===== src/rtl/make_serout.sv =====
// make_serout: parallel-to-serial frame generator, LSB first,
// with optional even-parity bit and forced inter-frame idle gap.
//
// Ports:
//   clock        sole clock, rising edge
//   reset        synchronous, active-low
//   io_in_valid  parallel word offered
//   io_in_ready  word accepted this cycle when valid is also high
//   io_in_bits   parallel word, WIDTH bits
//   io_sout      serial data, LSB first
//   io_sframe    high while io_sout carries a data or parity bit
//   io_sstart    high only on the data bit 0 cycle
//   io_busy      high whenever the FSM is not idle
module make_serout #(
    parameter int WIDTH  = 16,
    parameter int PARITY = 0,
    parameter int GAP    = 0
) (
    input  logic             clock,
    input  logic             reset,
    input  logic             io_in_valid,
    output logic             io_in_ready,
    input  logic [WIDTH-1:0] io_in_bits,
    output logic             io_sout,
    output logic             io_sframe,
    output logic             io_sstart,
    output logic             io_busy
);

    typedef enum logic [1:0] {
        IDLE,
        SHIFT,
        PAR,
        GAPW
    } state_t;

    localparam int CW = (WIDTH > 1) ? $clog2(WIDTH) : 1;
    localparam logic [CW-1:0] CNT_LAST = CW'(WIDTH - 1);
    // Unreachable when GAP is 0; GAPW is never entered then.
    localparam logic [3:0] GAP_LAST = 4'(GAP - 1);

    state_t           state;
    state_t           state_nxt;
    logic [CW-1:0]    cnt;
    logic [CW-1:0]    cnt_nxt;
    logic [WIDTH-1:0] shreg;
    logic [WIDTH-1:0] shreg_nxt;
    logic             par_bit;
    logic             par_nxt;
    logic [3:0]       gcnt;
    logic [3:0]       gcnt_nxt;
    logic             last_bit;
    logic             gap_last;
    logic             accept;

    always_ff @(posedge clock) begin
        if (!reset) begin
            state   <= IDLE;
            cnt     <= '0;
            shreg   <= '0;
            par_bit <= 1'b0;
            gcnt    <= '0;
        end else begin
            state   <= state_nxt;
            cnt     <= cnt_nxt;
            shreg   <= shreg_nxt;
            par_bit <= par_nxt;
            gcnt    <= gcnt_nxt;
        end
    end

    always_comb begin
        state_nxt = state;
        cnt_nxt   = cnt;
        shreg_nxt = shreg;
        par_nxt   = par_bit;
        gcnt_nxt  = gcnt;

        // Final frame-bit cycle: last data bit, or the parity bit.
        last_bit = ((state == SHIFT) && (cnt == CNT_LAST) && (PARITY == 0))
                 || (state == PAR);
        gap_last = (GAP != 0) && (state == GAPW) && (gcnt == GAP_LAST);

        // Ready decodes registered state only, so no input reaches
        // an output combinationally.
        io_in_ready = (state == IDLE)
                    || ((GAP == 0) && last_bit)
                    || gap_last;
        accept = io_in_valid && io_in_ready;

        io_sframe = (state == SHIFT) || (state == PAR);
        io_sstart = (state == SHIFT) && (cnt == '0);
        io_busy   = (state != IDLE);
        io_sout   = 1'b0;
        if (state == SHIFT) begin
            io_sout = shreg[0];
        end else if (state == PAR) begin
            io_sout = par_bit;
        end

        unique case (state)
            IDLE: begin
            end
            SHIFT: begin
                shreg_nxt = shreg >> 1;
                if (cnt == CNT_LAST) begin
                    if (PARITY != 0) begin
                        state_nxt = PAR;
                    end else if (GAP != 0) begin
                        state_nxt = GAPW;
                        gcnt_nxt  = '0;
                    end else begin
                        state_nxt = IDLE;
                    end
                end else begin
                    cnt_nxt = cnt + CW'(1);
                end
            end
            PAR: begin
                if (GAP != 0) begin
                    state_nxt = GAPW;
                    gcnt_nxt  = '0;
                end else begin
                    state_nxt = IDLE;
                end
            end
            GAPW: begin
                if (gcnt == GAP_LAST) begin
                    state_nxt = IDLE;
                end else begin
                    gcnt_nxt = gcnt + 4'd1;
                end
            end
            default: begin
                state_nxt = IDLE;
            end
        endcase

        // Acceptance overrides the exit path of the final cycle,
        // giving back-to-back frames without a bubble.
        if (accept) begin
            state_nxt = SHIFT;
            cnt_nxt   = '0;
            shreg_nxt = io_in_bits;
            par_nxt   = ^io_in_bits;
        end
    end

endmodule


===== config.mk =====
export PLATFORM = sky130hd
export DESIGN_NAME = make_serout
export DESIGN_NICKNAME = d
export VERILOG_FILES = /design/src/rtl/make_serout.sv
export SDC_FILE = /design/constraint.sdc
export NUM_CORES = 1
export LEC_CHECK = 0
export CAP_MARGIN = 15
export CORE_UTILIZATION = 45
export CTS_CLUSTER_SIZE = 28
export DETAILED_ROUTE_END_ITERATION = 6
export PLACE_DENSITY = 0.71
export SLEW_MARGIN = 20
export SYNTH_ARGS = -nofsm -noshare
export SYNTH_HDL_FRONTEND = slang
export SYNTH_SLANG_ARGS = --single-unit

===== constraint.sdc =====
create_clock -name clock -period 2.1 [get_ports clock]
set_input_delay 0.21 -clock clock [delete_from_list [all_inputs] [get_ports clock]]
set_output_delay 0.21 -clock clock [all_outputs]
set_load 0.1 [all_outputs]

After elaboration in Yosys (flattened, before gate mapping) --
Cells that the tools add are included.
Word-level totals: register bits 27, output and inout port bits 5
Cells by class: $add $sub $neg 2, equal/unequal tests 9, multiplexer cells 8, bitwise operators 3, reductions and logical operators 18
Operators by type and width (number):
- two-way mux 16 bit | 2
- XOR reduction 16 bit | 1
- adder 4 x 1 -> 4 bit (second input constant) | 2
- == test 4 bit (second input constant) | 2
- one-hot mux 2 bit (3 select lines) | 1
- AND reduction 3 bit | 2
- == test 2 bit (second input constant) | 2
- zero test 4 bit | 1
- two-way mux 2 bit | 2
- AND reduction 2 bit | 2
- nonzero test 2 bit | 2
- nonzero test 4 bit | 1
- logical AND 1 bit | 3
- logical OR 1 bit | 3
- two-way mux 1 bit | 3
- inequality test 3 x 2 -> 1 bit (second input constant) | 1
- inequality test 3 bit (second input constant) | 1
- inverter 1 bit | 3
- nonzero test 3 bit | 1
- == test 2 x 1 -> 1 bit (second input constant) | 1
- zero test 2 bit | 1
- inequality test 2 x 1 -> 1 bit (second input constant) | 1
- inequality test 2 bit (second input constant) | 1
- OR reduction 2 bit | 1

Logic depth before layout (Yosys ltp) --
Gate-level depths: netlist (run 1).
word-level depth 7, mapped depth 6

Least setup slack after synthesis (run 1) --
Ideal clock, no wire load.
kind flip-flop to output port, start point register state[0], end point output port io_sstart, arrival time 3.379 ns, slack -1.489 ns, cell stages (with the launch flop) 4, cells stage by stage dfxtp_1 buf_4 nand2_1 nor3_1
Between the ends: word-level cells in the longest chain between the ends 2
RTL lines:
- start, declared | RTL line 42 | state_t state;
- start signal, assigned | RTL line 64 | state <= state_nxt;
- == test 2 x 1 -> 1 bit | RTL line 92 | io_sstart = (state == SHIFT) && (cnt == '0);
- logical AND 1 bit | RTL line 92
- end, declared | RTL line 26 | output logic io_sstart,
Every way passes these cells.

Worst setup path after layout (run 1) --
start point register cnt[0], end point output port io_in_ready
Between the ends: word-level cells in the longest chain between the ends 4
RTL lines:
- start, declared | RTL line 44 | logic [CW-1:0] cnt;
- start signal, assigned | RTL line 65 | cnt <= cnt_nxt;
- == test 4 bit | RTL line 80 | last_bit = ((state == SHIFT) && (cnt == CNT_LAST) && (PARITY == 0))
- logical AND 1 bit | RTL line 80
- logical OR 1 bit | RTL line 81 | || (state == PAR);
- logical OR 1 bit | RTL line 87 | || ((GAP == 0) && last_bit)
- end, declared | RTL line 22 | output logic io_in_ready,
Every way passes these cells.

==> results of run 1 <==
## sequential cells by signal, indices dropped and copies added (netlist names)
| signal | cells |
|---|---|
| cnt | 4 |
| state | 1 |
| shreg | 16 |
## layer usage
metal	wire, microns	global-route usage [%]	vias to the layer above
met3	134	3.611	9
met4	61	8.974	0
met1	1209	26.30	484
li1	-	-	528
met2	1246	33.33	30
met5	0	0	-
## power breakdown
part | internal, W | switching (W)
Clock | 0.0000742 | 0.000126
Combinational | 0.000103 | 0.000148
Sequential | 0.000431 | 0.0000201
Total | 0.000608 | 0.000294
## kinds of logic after synthesis
group | synth area share (%)
buf+inv | 9.293
compound gates | 38.69
flops | 33.94
simple gates | 16.06
fa+ha+maj | 2.020
## worst max-delay path: stages (launching register included)
cell and delay, ns:
dfxtp_1 0.34, ha_1 0.27, and3_4 0.23, nor2_1 0.16, inv_1 0.10, buf_12 0.17
## cell type report
type | count | area (sq um) | area share [%]
multi-input combinational | 93 | 714.4 | 47.50
sequential | 21 | 421.7 | 28.04
timing repair buffer | 27 | 285.3 | 18.97
tap | 30 | 37.54 | 2.496
clock buffer | 4 | 26.28 | 1.747
inverter | 5 | 18.77 | 1.248
## through the flow
step,hold WS [ns],std cells,total power [W]
after global placement,0.4539,176,0.0007048
final,0.4879,180,0.0009017
after global routing,0.5071,180,0.0009446
after floorplan,0.3813,132,0.0006374
after detailed placement,0.4684,176,0.0007107
after CTS,0.4846,180,0.0009084
## placed cells by master (no fill, tap or decap), types with 2 or more instances in the layout
cell type and count:
a211o_1 2, a211oi_1 11, a211oi_2 19, a21oi_1 4, buf_12 3, buf_4 6, clkbuf_4 3, clkdlybuf4s50_1 18
dfxtp_1 20, ha_1 2, inv_1 5, nand2_1 2, nand3_1 3, nor2_1 16, o21ai_0 14, o21ai_1 2
## how the worst min path moves through the flow
stage	cells past startpoint	slack (ns)	endpoint	from
2_1_floorplan	2	0.38	cnt[1]$_SDFFE_PP0P_	reset
3_3_place_gp	2	0.45	shreg[15]$_SDFFE_PN0P_	shreg[15]$_SDFFE_PN0P_
3_5_place_dp	2	0.47	shreg[15]$_SDFFE_PN0P_	shreg[15]$_SDFFE_PN0P_
4_1_cts	2	0.48	shreg[15]$_SDFFE_PN0P_	shreg[15]$_SDFFE_PN0P_
5_1_grt	2	0.51	shreg[15]$_SDFFE_PN0P_	shreg[15]$_SDFFE_PN0P_
6_report	2	0.49	shreg[15]$_SDFFE_PN0P_	shreg[15]$_SDFFE_PN0P_
==> results.py, run 1 <==
metrics = {
    "status": {
        "status": "finished, final reports clean",
    },
    "cts": {
        "clk_pin_slew_ns": 0.11,
        "cts.sinks": 21,
        "hold_buffers": 0,
        "clock_latency_ns": 0.31,
        "htreeDepth": 1,
        "cts_tree": "built",
        "clockRootBuffer": "clkbuf_4",
        "post_cts_resize_count": 0,
        "numCtsBuffers": 3,
        "cts_max_path_buffers": 2,
        "cts_setup_buffers": 0,
    },
    "setup_path": {
        "required_ns": 1.89,
        "arrival_ns": 1.59,
        "ff2ff_path_depth": 5,
        "reg2reg_slack_ns": 0.46,
        "critPathMaxFanout": 5,
        "crit_end": "io_in_ready",
        "critPathKind": "flip-flop to output pin",
        "timing.rr.start": "cnt[1]$_SDFFE_PP0P_",
        "end_kind": "output pin",
        "r2r_end": "shreg[13]$_SDFFE_PN0P_",
        "startpoint": "cnt[0]$_SDFFE_PP0P_",
        "worst_setup_path_start_kind": "flip-flop",
    },
    "cells_and_area": {
        "insertedDiodeCount": 0,
        "stdcell_area_sq_um": 1504,
        "final_core_util_pct": 59.10,
        "syn_to_final_growth_pct": 21.41,
        "nNetsFinal": 172,
        "fillers": 241,
        "drive_gt1_share_pct": 27.33,
    },
    "logic_synthesis": {
        "synthTopCellsByCount": "dfxtp_1 (21), a211oi_2 (19), nor2_1 (16)",
        "synthDistinctLibCells": 34,
        "synth_edf_count": 0,
        "yosys_warnings": 0,
        "synth_top_area_share_pct": 33.94,
        "yosysMostFrequentCell": "dfxtp_1",
        "synthesis.nets": 153,
        "synth_top_flop_cell": "dfxtp_1",
        "syn_area_per_cell_sq_um": 9.384,
        "synth_top_area_cell": "dfxtp_1",
        "syn_area_sq_um": 1239,
        "netlist_instances": 132,
        "ys_seq_area_share_pct": 33.94,
        "synth.area.top_cells": "dfxtp_1 (34%), a211oi_2 (19%), a211oi_1 (6.7%)",
        "async_flop_share_pct": 0,
        "ys_ff_latch": 21,
    },
    "grt": {
        "grt_pass1_wl_microns": 4340,
        "grt_antenna_before_repair": 0,
        "grt-ovfl-total": 0,
        "grt_usage_pct": 20.51,
        "grt_max_degree": 32,
        "grt_pass1_vias": 958,
    },
    "route": {
        "first_pass_iters": 4,
        "ant_nets": 0,
        "vias": 1051,
        "post_drt_wl_per_cell_microns": 14.73,
        "vias_per_cell": 5.839,
        "detail_route.wirelength_microns": 2652,
        "route.detailed.drc": 0,
        "dr.first_iter.drc_count": 22,
    },
    "timing": {
        "maxSlewHeadroom_pct": 63.66,
        "worst_slack_ns": 0.3043,
        "finalSetupTns_ns": 0,
        "clock_skew_ns": 0.004611,
        "period_minus_slack_ns": 1.796,
        "fmax_ghz": 0.5569,
        "rsz0062_at_grt": "no",
        "finalSetupViolCount": 0,
        "tightest_slew_ns": 0.5431,
        "fin_crit_sh_pct": 85.51,
        "report.final.slew_viol_count": 0,
        "hold_viol": 0,
    },
    "floorplan": {
        "io_pins": 24,
        "die_h_microns": 54.47,
        "start_util_pct": 48.67,
        "die_area_sq_um": 2966,
        "core_area_sq_um": 2545,
        "rows": 18,
        "die-width_microns": 54.47,
    },
    "min_path": {
        "hold_path_class": "flip-flop to flip-flop",
    },
    "placed_design": {
        "dpl_cell_area_sq_um": 1478,
        "dp_slack_ns": 0.2683,
        "portBuffers": 23,
        "dp_hpwl_microns": 1813,
        "place_congestion": 0.7771,
    },
    "power": {
        "power_density_nw_per_um2": 599.5,
        "ir_drop_mv": 0.5494,
        "p_leak_nw": 0.5123,
    },
    "flow_run": {
        "maxCapViolations": 0,
    },
}
Power figures use the tool's default switching activity.
==> run 2: changes to the inputs <==
--- a/config.mk
+++ b/config.mk
@@ -5,7 +5,9 @@
 export SDC_FILE = /design/constraint.sdc
 export NUM_CORES = 1
 export LEC_CHECK = 0
+export ABC_AREA = 0
 export CAP_MARGIN = 15
+export CORE_MARGIN = 2
 export CORE_UTILIZATION = 45
 export CTS_CLUSTER_SIZE = 28
 export DETAILED_ROUTE_END_ITERATION = 6
==> results.py, run 2 (synthesized netlist as in run 1, its figures left out) <==
metrics = {
    "cts": {
        "numCtsBuffers": 3,
        "post_cts_resize_count": 0,
        "cts_tree": "built",
        "htreeDepth": 1,
        "clk_pin_slew_ns": 0.12,
        "hold_buffers": 0,
        "clockRootBuffer": "clkbuf_4",
        "cts.sinks": 21,
        "cts_max_path_buffers": 2,
        "cts_setup_buffers": 0,
        "clock_latency_ns": 0.31,
    },
    "min_path": {
        "hold_path_class": "flip-flop to flip-flop",
    },
    "cells_and_area": {
        "nNetsFinal": 172,
        "largestRegisters": "shreg: 16 flops, cnt: 4 flops, state: 1 flops",
        "syn_to_final_growth_pct": 21.62,
        "largest_register_ff_count": 16,
        "fin_cells": 181,
        "fillers": 241,
        "layout_common_cells": "dfxtp_1 (20), a211oi_2 (19), clkdlybuf4s50_1 (18)",
        "insertedDiodeCount": 0,
        "drive_gt1_share_pct": 28.00,
        "mostFrequentLayoutCell": "dfxtp_1",
        "regMostFlops": "shreg",
        "stdcell_area_sq_um": 1506,
    },
    "timing": {
        "fmax_ghz": 0.5518,
        "rsz0062_at_grt": "no",
        "maxSlewHeadroom_pct": 62.00,
        "finalSetupTns_ns": 0,
        "finalSetupViolCount": 0,
        "hold_viol": 0,
        "period_minus_slack_ns": 1.812,
        "worst_slack_ns": 0.2878,
        "holdWs_ns": 0.4733,
        "fin_crit_sh_pct": 86.30,
        "clock_skew_ns": 0.003281,
        "report.final.slew_viol_count": 0,
        "tightest_slew_ns": 0.5678,
    },
    "status": {
        "status": "finished, final reports clean",
    },
    "setup_path": {
        "cpPeakStageDelay_ns": 0.36,
        "required_ns": 1.89,
        "end_kind": "output pin",
        "worst_setup_path_start_kind": "flip-flop",
        "crit_slowest_cell": "dfxtp_1",
        "cp_cell_sequence": "ha_1 -> and3_4 -> nor2_1 -> inv_1 -> buf_12",
        "arrival_ns": 1.60,
        "critPathMaxFanout": 5,
        "critPathKind": "flip-flop to output pin",
    },
    "route": {
        "ant_nets": 0,
        "first_pass_iters": 4,
        "dr.first_iter.drc_count": 35,
        "vias": 1050,
        "vias_per_cell": 5.801,
        "detail_route.wirelength_microns": 2561,
        "route.detailed.drc": 0,
        "post_drt_wl_per_cell_microns": 14.15,
    },
    "floorplan": {
        "die_h_microns": 56.47,
        "io_pins": 24,
        "die_area_sq_um": 3188,
        "start_util_pct": 46.11,
        "core_area_sq_um": 2686,
        "rows": 19,
        "die-width_microns": 56.47,
    },
    "power": {
        "combPwrFrac_pct": 27.5,
        "power_switching_w": 0.0002977,
        "switching_share_pct": 32.99,
        "p_leak_nw": 0.5150,
        "internal_power_w": 0.0006046,
        "ir_drop_mv": 0.3550,
        "power_density_nw_per_um2": 598.9,
        "pwr-share-clk_pct": 22.4,
        "seqPwrFrac_pct": 50.1,
    },
    "grt": {
        "grt_max_degree": 32,
        "grt_pass1_vias": 984,
        "grt_pass1_wl_microns": 4347,
        "grt_antenna_before_repair": 0,
        "grt-ovfl-total": 0,
        "grt_usage_pct": 16.57,
    },
    "flow_run": {
        "maxCapViolations": 0,
    },
    "placed_design": {
        "dp_slack_ns": 0.3246,
        "post-place-cells": 177,
        "dp_hpwl_microns": 1737,
        "portBuffers": 23,
        "dpl_cell_area_sq_um": 1479,
        "place_congestion": 0.7380,
    },
}
-- run 2: metal layers --
layer	vias up	wire (microns)	share of wire, %	GRT usage, %
li1	528	-	-	-
met3	2	116	4.5	2.765
met1	497	1232	48	22.41
met2	23	1200	47	27.41
met5	-	0	0	0
met4	0	11	0.43	4.082
-- run 2: final cells by class --
type	instances	area (sq um)	share of cell area, %
Clock buffer	3	22.52	1.495
Clock inverter	1	5.005	0.3322
Inverter	5	18.77	1.246
Multi-Input combinational cell	93	714.4	47.43
Sequential cell	21	421.7	27.99
Tap cell	31	38.79	2.575
Timing Repair Buffer	27	285.3	18.94
-- run 2: worst max-delay path: cells and delay by family (launching register included) --
family                   cells  cell delay, ns
flip-flops                   1            0.36
adder cells (fa/ha/maj)      1            0.27
AND/OR/NAND/NOR              2            0.39
buffers and inverters        2            0.27
-- run 2: power by group through the flow --
stage	clock network [W]	registers [W]	logic (W)
2_1_floorplan	0	0.000462	0.000176
3_3_place_gp	0	0.000459	0.000245
3_5_place_dp	0	0.000460	0.000250
4_1_cts	0.000212	0.000451	0.000250
5_1_grt	0.000222	0.000456	0.000268
6_report	0.000202	0.000452	0.000248
-- run 2: final timing paths --
| kind | depth (start not counted) | from | slack [ns] | to |
|---|---|---|---|---|
| setup / recovery | 5 | cnt[0]$_SDFFE_PP0P_ | 0.29 | io_in_ready |
| hold / removal | 2 | shreg[15]$_SDFFE_PN0P_ | 0.47 | shreg[15]$_SDFFE_PN0P_ |
| setup reg to reg | 4 | cnt[0]$_SDFFE_PP0P_ | 0.50 | shreg[1]$_SDFFE_PN0P_ |
| hold reg to reg | 2 | shreg[15]$_SDFFE_PN0P_ | 0.47 | shreg[15]$_SDFFE_PN0P_ |
-- run 2: through the flow --
stage | power, W | utilization, %
2_1_floorplan | 0.0006374 | -
3_3_place_gp | 0.0007035 | 55.05
3_5_place_dp | 0.0007098 | 55.05
4_1_cts | 0.0009138 | 56.08
5_1_grt | 0.0009453 | 56.08
6_report | 0.0009022 | 56.08
==> run 3: changes to the inputs <==
--- a/config.mk
+++ b/config.mk
@@ -12,7 +12,7 @@
 export CTS_CLUSTER_SIZE = 28
 export DETAILED_ROUTE_END_ITERATION = 6
 export PLACE_DENSITY = 0.71
-export SLEW_MARGIN = 20
+export SLEW_MARGIN = 30
 export SYNTH_ARGS = -nofsm -noshare
 export SYNTH_HDL_FRONTEND = slang
 export SYNTH_SLANG_ARGS = --single-unit
==> results of run 3 <==
The final DEF is identical to that of run 2; final timing and power are the same.
